<file path="src/rtl/serial_adder_pkg.sv">
`default_nettype none
// ============================================================================
// Module      : serial_adder_pkg
// Description : Shared constants and helpers for the digit-serial adder:
//               FSM state encoding, step count and step-counter width.
// Revision    : 1.0 - initial release
// ============================================================================
package serial_adder_pkg;

    // FSM state encoding
    localparam logic [1:0] c_IDLE = 2'd0;
    localparam logic [1:0] c_RUN  = 2'd1;
    localparam logic [1:0] c_DONE = 2'd2;

    // Number of digit steps needed to cover the full operand width.
    // A non-positive digit size returns 1 so that elaboration can reach the
    // configuration check instead of dividing by zero.
    function automatic int calc_steps(input int width, input int digit);
        if (digit < 1) begin
            return 1;
        end
        return width / digit;
    endfunction

    // Step counter width: $clog2(steps), never narrower than one bit.
    function automatic int calc_cnt_w(input int steps);
        return (steps > 1) ? $clog2(steps) : 1;
    endfunction

endpackage : serial_adder_pkg
`default_nettype wire

</file>
<file path="src/rtl/serial_adder_digit_adder.sv">
`default_nettype none
// ============================================================================
// Module      : digit_adder
// Description : Combinational ripple of DIGIT full-adder cells. Also exposes
//               the carry entering the top cell so the parent can derive
//               signed overflow.
// Revision    : 1.0 - initial release
// ============================================================================
module digit_adder #(
    parameter int DIGIT = 1
) (
    input  logic [DIGIT-1:0] i_a,
    input  logic [DIGIT-1:0] i_b,
    input  logic             i_cin,
    output logic [DIGIT-1:0] o_sum,
    output logic             o_cout,
    output logic             o_c_top
);

    // w_c[i] is the carry entering cell i; w_c[DIGIT] leaves the slice.
    logic [DIGIT:0] w_c;

    assign w_c[0] = i_cin;

    for (genvar gi = 0; gi < DIGIT; gi++) begin : g_cell
        assign o_sum[gi]  = i_a[gi] ^ i_b[gi] ^ w_c[gi];
        assign w_c[gi+1]  = (i_a[gi] & i_b[gi]) | (w_c[gi] & (i_a[gi] ^ i_b[gi]));
    end

    assign o_cout  = w_c[DIGIT];
    assign o_c_top = w_c[DIGIT-1];

endmodule : digit_adder
`default_nettype wire

</file>
<file path="src/rtl/serial_adder.sv">
`default_nettype none
// ============================================================================
// Module      : serial_adder
// Description : Digit-serial adder. Sums two WIDTH-bit operands plus a
//               carry-in, DIGIT bits per clock, LSB digit first, reusing a
//               single digit_adder slice. start/busy/done handshake.
//               Optional macro SERIAL_ADDER_OVERFLOW_EN enables the signed
//               overflow output; otherwise o_overflow is tied to 0.
// Revision    : 1.0 - initial release
// ============================================================================
module serial_adder
    import serial_adder_pkg::*;
#(
    parameter int WIDTH = 8,
    parameter int DIGIT = 1
) (
    input  logic             clk,
    input  logic             rst,
    input  logic             i_start,
    input  logic [WIDTH-1:0] i_a,
    input  logic [WIDTH-1:0] i_b,
    input  logic             i_cin,
    output logic             o_busy,
    output logic             o_done,
    output logic [WIDTH-1:0] o_sum,
    output logic             o_carry_out,
    output logic             o_overflow
);

    localparam int                 c_STEPS = calc_steps(WIDTH, DIGIT);
    localparam int                 c_CNT_W = calc_cnt_w(c_STEPS);
    localparam logic [c_CNT_W-1:0] c_LAST  = c_CNT_W'(c_STEPS - 1);

    if (WIDTH < 1 || DIGIT < 1 || DIGIT > WIDTH || (WIDTH % DIGIT) != 0) begin : g_bad_cfg
        $error("serial_adder: DIGIT must be in 1..WIDTH and divide WIDTH exactly");
    end

    logic [1:0]         r_state;
    logic [WIDTH-1:0]   r_a;
    logic [WIDTH-1:0]   r_b;
    logic [WIDTH-1:0]   r_acc;
    logic               r_carry;
    logic [c_CNT_W-1:0] r_cnt;
    logic               r_busy;
    logic               r_done;
    logic [WIDTH-1:0]   r_sum;
    logic               r_cout;

    logic [DIGIT-1:0]   w_dsum;
    logic               w_dcout;
    logic               w_c_top;
    logic [WIDTH-1:0]   w_acc_next;
    logic               w_last;

    digit_adder #(
        .DIGIT (DIGIT)
    ) u_digit (
        .i_a     (r_a[DIGIT-1:0]),
        .i_b     (r_b[DIGIT-1:0]),
        .i_cin   (r_carry),
        .o_sum   (w_dsum),
        .o_cout  (w_dcout),
        .o_c_top (w_c_top)
    );

    // New digits enter at the top so that after STEPS shifts the first
    // (least significant) digit has arrived at bit 0.
    if (DIGIT == WIDTH) begin : g_one_step
        assign w_acc_next = w_dsum;
    end else begin : g_multi_step
        assign w_acc_next = {w_dsum, r_acc[WIDTH-1:DIGIT]};
    end

    assign w_last = (r_cnt == c_LAST);

    // Control FSM, operand/sum shift registers and result registers
    always_ff @(posedge clk) begin
        if (rst) begin
            r_state <= c_IDLE;
            r_a     <= '0;
            r_b     <= '0;
            r_acc   <= '0;
            r_carry <= 1'b0;
            r_cnt   <= '0;
            r_busy  <= 1'b0;
            r_done  <= 1'b0;
            r_sum   <= '0;
            r_cout  <= 1'b0;
        end else begin
            r_done <= 1'b0;
            case (r_state)
                c_IDLE, c_DONE: begin
                    if (i_start) begin
                        r_a     <= i_a;
                        r_b     <= i_b;
                        r_carry <= i_cin;
                        r_cnt   <= '0;
                        r_busy  <= 1'b1;
                        r_state <= c_RUN;
                    end else begin
                        r_state <= c_IDLE;
                    end
                end
                c_RUN: begin
                    r_acc   <= w_acc_next;
                    r_a     <= r_a >> DIGIT;
                    r_b     <= r_b >> DIGIT;
                    r_carry <= w_dcout;
                    r_cnt   <= r_cnt + 1'b1;
                    if (w_last) begin
                        r_sum   <= w_acc_next;
                        r_cout  <= w_dcout;
                        r_busy  <= 1'b0;
                        r_done  <= 1'b1;
                        r_state <= c_DONE;
                    end
                end
                default: begin
                    r_busy  <= 1'b0;
                    r_state <= c_IDLE;
                end
            endcase
        end
    end

`ifdef SERIAL_ADDER_OVERFLOW_EN
    logic r_ovf;

    // Signed overflow: carry into the MSB cell differs from carry out of it
    always_ff @(posedge clk) begin
        if (rst) begin
            r_ovf <= 1'b0;
        end else if (r_state == c_RUN && w_last) begin
            r_ovf <= w_c_top ^ w_dcout;
        end
    end

    assign o_overflow = r_ovf;
`else
    logic w_unused_c_top;

    assign w_unused_c_top = w_c_top;
    assign o_overflow     = 1'b0;
`endif

    assign o_busy      = r_busy;
    assign o_done      = r_done;
    assign o_sum       = r_sum;
    assign o_carry_out = r_cout;

endmodule : serial_adder
`default_nettype wire

</file>
<file path="config.mk">
export PLATFORM = sky130hd
export DESIGN_NAME = serial_adder
export DESIGN_NICKNAME = d
export VERILOG_FILES = /design/src/rtl/serial_adder_pkg.sv /design/src/rtl/serial_adder_digit_adder.sv /design/src/rtl/serial_adder.sv
export SDC_FILE = /design/constraint.sdc
export NUM_CORES = 1
export LEC_CHECK = 0
export CAP_MARGIN = 10
export CORE_MARGIN = 2
export CORE_UTILIZATION = 50
export CTS_CLUSTER_DIAMETER = 50
export DETAILED_ROUTE_END_ITERATION = 8
export PLACE_DENSITY = 0.89
export SLEW_MARGIN = 10
export SYNTH_ARGS = -nofsm -noshare
export SYNTH_HDL_FRONTEND = slang
export SYNTH_SLANG_ARGS = --single-unit
</file>
<file path="constraint.sdc">
create_clock -name clk -period 1.8 [get_ports clk]
set_clock_uncertainty 0.15 [all_clocks]
set_input_delay 0.36 -clock clk [delete_from_list [all_inputs] [get_ports clk]]
set_output_delay 0.36 -clock clk [all_outputs]
set_load 0.01 [all_outputs]
</file>
==> metrics, run 1 <==
result of the run=complete, no violations; fraction of the core area covered by cells at the end of the flow=65.2%; ordered cell list for the critical path=clkdlybuf4s50_1; gr usage total=19.7%; number of warnings reported in the yosys synthesis log=0; Crit path required time=1.29 ns; DR vias=1392; cell family contributing the most delay on the critical path=buffers and inverters; global-route wire length before repair=5330 um; total wirelength of the detailed-routed design=3150 um; most used cells in the layout excluding fill and tap cells=sky130_fd_sc_hd__nand2_1 (57), sky130_fd_sc_hd__dfxtp_1 (40), sky130_fd_sc_hd__clkdlybuf4s50_1 (25); die outline area=3740 um2; Static Leak=0.000810 uW; root cell of the clock tree=sky130_fd_sc_hd__clkbuf_4; IO Port Bufs=30; number of buffers added for setup after CTS=0; net count reported at finish=244; share of power burned in combinational logic=13.4%; final-report setup violation count=0; post-detailed-route wirelength per cell=11.8 um; antenna diode instance count=0; CP Max Fanout=2; standard cell core area=3080 um2; total iterations of the first detailed-routing run=5; H-tree level count=2; TritonCTS clock tree=built; clock latency on the worst-skew pair=0.34 ns; cell count after synthesis=197; mean instance size in the synthesized netlist=8.30 um2; final-report hold violation count=0; Num CTS Buffers=5; Starting Density=53.1%; ports placed on the boundary=32; CTS Buffer Depth=2; final RePlAce weighted congestion=0.751; post-layout min period=1.75 ns; initial antenna violation count=0; DP HPWL=2090 um; period utilisation layout=97.1%; biggest cell delay along the critical path=0.55 ns; crit path launch type=flop; maximum number of pins on one net before global-route repair=41; height of the die=61.2 um; Cell Area, Synth=1640 um2; Final Max Slew Viols=0; remaining global-route overflow=0; x dimension of the die=61.2 um; drt initial violations=65; endpoint arrival time on the critical path=1.24 ns; post-synthesis register bit count=40; leading cell type in the layout, fill and taps excluded=sky130_fd_sc_hd__nand2_1; class of the tightest hold or removal check=flop to flop; distinct cell type count after synthesis=21; max cap viols=0; Net Sw Frac=25.0%; overall power consumption=1640 uW; clk sinks=40; net count of the mapped netlist=220; worst reg-to-reg setup slack=0.17 ns; largest vdd supply drop=0.418 mV; sequential cell fraction of total power=58.5%; number of nets still failing antenna checks after routing=0; Peak Freq=572 MHz; clock network fraction of total power=28.2%; average via count per standard cell=5.23; Crit-path slowest cell=sky130_fd_sc_hd__clkdlybuf4s50_1; vias in the first global route=1279; crit path buf inv count=1; clock transition at the register clock pins on the worst setup and hold paths after CTS=0.11 ns; net switching power figure=410 uW; kind of capture point of the worst setup path=output pin; std cell rows=20; Int Pwr=1230 uW; post-synthesis to final-layout area growth=22.6%; total power density per cell area=817 nW/um2; Seq/Total Area, Yosys=49.0%; fraction of final layout cells with drive strength greater than 1=5.86%; crit path kind=flop to output pin; detailed-route DRC error count=0
synthesized netlist by cell type:
cell type / number / area [um2]
sky130_fd_sc_hd__nand2_1: 57 / 214
sky130_fd_sc_hd__dfxtp_1: 40 / 801
sky130_fd_sc_hd__a21oi_1: 22 / 110
sky130_fd_sc_hd__nor2_1: 19 / 71.3
sky130_fd_sc_hd__a311oi_1: 15 / 131
sky130_fd_sc_hd__nand3_1: 14 / 70.1
sky130_fd_sc_hd__buf_4: 7 / 52.6
sky130_fd_sc_hd__clkbuf_1: 4 / 15.0
sky130_fd_sc_hd__buf_2: 3 / 15.0
sky130_fd_sc_hd__buf_6: 3 / 33.8
sky130_fd_sc_hd__ha_1: 2 / 25.0
sky130_fd_sc_hd__nand2b_1: 2 / 12.5
sky130_fd_sc_hd__and2b_1: 1 / 7.51
sky130_fd_sc_hd__buf_8: 1 / 15.0
sky130_fd_sc_hd__conb_1: 1 / 3.75
sky130_fd_sc_hd__fa_1: 1 / 20.0
sky130_fd_sc_hd__nand3b_1: 1 / 7.51
sky130_fd_sc_hd__nor2b_2: 1 / 8.76
sky130_fd_sc_hd__o21a_1: 1 / 7.51
sky130_fd_sc_hd__o21ai_0: 1 / 5.00
sky130_fd_sc_hd__or2b_2: 1 / 8.76
timing repair:
item,4_1_cts,5_1_grt
endpoints found under the setup margin,0,5
hold buffers,0,0
gates resized for setup,0,5
power by group through the flow:
| stage | combinational, uW | sequential [uW] | clock [uW] |
|---|---|---|---|
| 2_1_floorplan | 157 | 972 | 0 |
| 3_3_place_gp | 213 | 977 | 0 |
| 3_5_place_dp | 219 | 978 | 0 |
| 4_1_cts | 220 | 958 | 469 |
| 5_1_grt | 245 | 965 | 513 |
| 6_report | 219 | 958 | 461 |
worst paths after layout:
| check | start | endpoint | cells after the start |
|---|---|---|---|
| worst max register to register | r_cnt[0] | o_carry_out | 5 |
| worst max-delay path | o_sum[1] | o_sum[1] | 1 |
| worst min-delay path | o_sum[2] | o_sum[2] | 2 |
| worst min register to register | o_sum[2] | o_sum[2] | 2 |
cell type report:
| type | instances | area (um2) |
|---|---|---|
| tap | 44 | 55.1 |
| timing repair buffer | 35 | 388 |
| sequential | 40 | 801 |
| fill | 264 | 1070 |
| multi-input combinational | 139 | 703 |
| clock buffer | 8 | 58.8 |
registers in the layout, summed over array words and instances, names as in the netlist:
name         count
r_b              8
o_done           1
r_acc            7
o_sum            8
o_carry_out      1
r_carry          1
r_cnt            3
r_a              8
r_state          2
o_busy           1
kinds of logic (layout without fill, tap and decap cells):
group	after synthesis	count (layout)	synth area share, %
other	1	1	0.229
buffers and inverters	18	43	8.03
flip-flops	40	40	49.0
AND/OR/NAND/NOR	96	96	24.5
adder cells (fa/ha/maj)	3	3	2.75
AO/OA/AOI/OAI	39	39	15.5
layer usage:
metal	wire length [um]	up-vias	share of wire (%)	GRT usage, %
li1	-	706	-	-
met1	1410	647	45	23.2
met2	1570	34	50	33.0
met3	145	5	4.6	7.56
met4	32	0	1.0	6.21
met5	0	-	0	0
metrics by stage:
stage | hold slack, ns | area, um2 | std cells | TNS (ns) | setup slack (ns)
6_report | 0.311 | 2010 | 266 | 0 | 0.0513
5_1_grt | 0.330 | 2010 | 266 | -0.0155 | -0.0155
4_1_cts | 0.314 | 1990 | 266 | 0 | 0.0392
3_5_place_dp | 0.299 | 1930 | 258 | -0.00653 | -0.00653
3_3_place_gp | 0.294 | 1930 | 258 | 0 | 0.0363
2_1_floorplan | 0.287 | 1640 | 197 | 0 | 0.463
(Power assumes the default switching activity.)
==> run 2, diff against run 1 <==
--- a/config.mk
+++ b/config.mk
@@ -6,7 +6,6 @@
 export NUM_CORES = 1
 export LEC_CHECK = 0
 export CAP_MARGIN = 10
-export CORE_MARGIN = 2
 export CORE_UTILIZATION = 50
 export CTS_CLUSTER_DIAMETER = 50
 export DETAILED_ROUTE_END_ITERATION = 8
@@ -15,3 +14,4 @@
 export SYNTH_ARGS = -nofsm -noshare
 export SYNTH_HDL_FRONTEND = slang
 export SYNTH_SLANG_ARGS = --single-unit
+export TNS_END_PERCENT = 30
==> run 2 against run 1 <==
- hold slack got worse by 0.0011 ns
- clock power grew 26%
- core utilization is 1.2 points higher
- final area increased by 1.8%
- die area shrank 6.4%
- critical path type unchanged
==> metrics, run 2 (same netlist as run 1, synthesis figures left out) <==
class of the tightest hold or removal check=flop to flop; final RePlAce weighted congestion=0.727; biggest cell delay along the critical path=0.53 ns; x dimension of the die=59.2 um; Net Sw Frac=24.5%; period utilisation layout=96.3%; TritonCTS clock tree=built; total of cells resized after clock tree synthesis=0; crit path launch type=flop; total negative setup slack=0 ns; endpoint arrival time on the critical path=1.22 ns; result of the run=complete, no violations; global-route wire length before repair=5550 um; RSZ-0062 raised after global routing=false; clock network fraction of total power=33.0%; maximum number of pins on one net before global-route repair=41; vias in the first global route=1295; most used cells in the layout excluding fill and tap cells=sky130_fd_sc_hd__nand2_1 (57), sky130_fd_sc_hd__dfxtp_1 (40), sky130_fd_sc_hd__a21oi_1 (22), sky130_fd_sc_hd__clkdlybuf4s50_1 (22), sky130_fd_sc_hd__nor2_1 (19); final-report hold violation count=0; detailed-route DRC error count=0; Peak Freq=577 MHz; DP HPWL=2070 um; clock latency on the worst-skew pair=0.35 ns; Final Max Slew Viols=0; largest vdd supply drop=0.570 mV; kind of capture point of the worst setup path=output pin; die outline area=3500 um2; H-tree level count=2; CP Max Fanout=2; std cell rows=20; net count reported at finish=245; Crit path required time=1.29 ns; ordered cell list for the critical path=clkdlybuf4s50_1; CTS Buffer Depth=2; sequential cell fraction of total power=54.4%; total power density per cell area=862 nW/um2; net switching power figure=432 uW; initial antenna violation count=0; average via count per standard cell=5.23; ports placed on the boundary=32; max cap viols=0; Static Leak=0.000878 uW; Hold Slack=0.310 ns; crit path buf inv count=1; total iterations of the first detailed-routing run=4; cell family contributing the most delay on the critical path=buffers and inverters; Routed met1 length=1430 um; cell count along the critical path=1; total wirelength of the detailed-routed design=3140 um; sum of met2 wire segment lengths after detailed routing=1530 um; post-synthesis to final-layout area growth=24.9%; number of buffers inserted for hold repair after clock tree synthesis=0; design area=2040 um2; standard cell core area=3080 um2; detailed-routed wire length on met3=104 um; gr usage total=21.4%; clock transition at the register clock pins on the worst setup and hold paths after CTS=0.12 ns; root cell of the clock tree=sky130_fd_sc_hd__clkbuf_4; fraction of final layout cells with drive strength greater than 1=7.17%; post-layout min period=1.73 ns; clk sinks=40; leading cell type in the layout, fill and taps excluded=sky130_fd_sc_hd__nand2_1; final-report setup violation count=0; remaining global-route overflow=0; number of stages on the worst hold path=2; cell area after placement=1940 um2; Num CTS Buffers=5; post-detailed-route wirelength per cell=11.8 um; uppermost signal routing layer after detailed routing=met4; fraction of the core area covered by cells at the end of the flow=66.3%; share of power burned in combinational logic=12.6%; Starting Density=53.1%; number of nets still failing antenna checks after routing=0; fill cell instance count of the final layout=252; number of buffers added for setup after CTS=0; crit path kind=flop to output pin; height of the die=59.2 um; DR vias=1396; Int Pwr=1330 uW; length in cells of the worst reg-to-reg path=5; antenna diode instance count=0; drt initial violations=33; overall power consumption=1760 uW; IO Port Bufs=30; Crit-path slowest cell=sky130_fd_sc_hd__clkdlybuf4s50_1
-- run 2: cell count changes in the layout (fill, tap and decap cells not counted) --
| cell | previous run | this run |
|---|---|---|
| sky130_fd_sc_hd__clkbuf_1 | 2 | 0 |
| sky130_fd_sc_hd__clkinvlp_4 | 0 | 1 |
| sky130_fd_sc_hd__buf_4 | 2 | 3 |
| sky130_fd_sc_hd__clkinv_2 | 0 | 1 |
| sky130_fd_sc_hd__dlymetal6s2s_1 | 5 | 8 |
| sky130_fd_sc_hd__bufinv_16 | 0 | 1 |
| sky130_fd_sc_hd__clkdlybuf4s50_1 | 25 | 22 |
| sky130_fd_sc_hd__clkbuf_8 | 1 | 0 |
-- run 2: layout make-up --
| type | instances | area, um2 | area share (%) |
|---|---|---|---|
| flip-flops and latches | 40 | 801 | 39.2 |
| multi-input cells | 139 | 703 | 34.4 |
| repair buffers | 36 | 403 | 19.7 |
| well taps | 44 | 55.1 | 2.70 |
| clock inverters | 3 | 42.5 | 2.08 |
| clock buffers | 5 | 37.5 | 1.84 |
-- run 2: layer usage --
layer,up-vias,track usage [%]
li1,712,-
met1,646,25.2
met2,31,34.8
met3,7,6.55
met4,0,11.2
met5,-,0
-- run 2: final timing paths --
path	from	end	slack [ns]
setup / recovery	o_sum[0]	o_sum[0]	0.07
hold / removal	o_sum[4]	o_sum[4]	0.31
setup reg to reg	r_cnt[0]	o_sum[2]	0.22
hold reg to reg	o_sum[4]	o_sum[4]	0.31
-- run 2: through the flow --
stage                     cells  setup WS [ns]
after floorplan             197          0.463
after global placement      259         0.0243
after detailed placement    259       -0.00797
after CTS                   267         0.0249
after global routing        267        0.00254
final                       267         0.0670
-- run 2: power by group through the flow --
stage	clock (uW)	sequential, uW	combinational, uW
detailed placement	0	978	221
CTS	594	958	223
global route	634	965	248
floorplan	0	972	157
finish	580	958	222
global placement	0	977	214
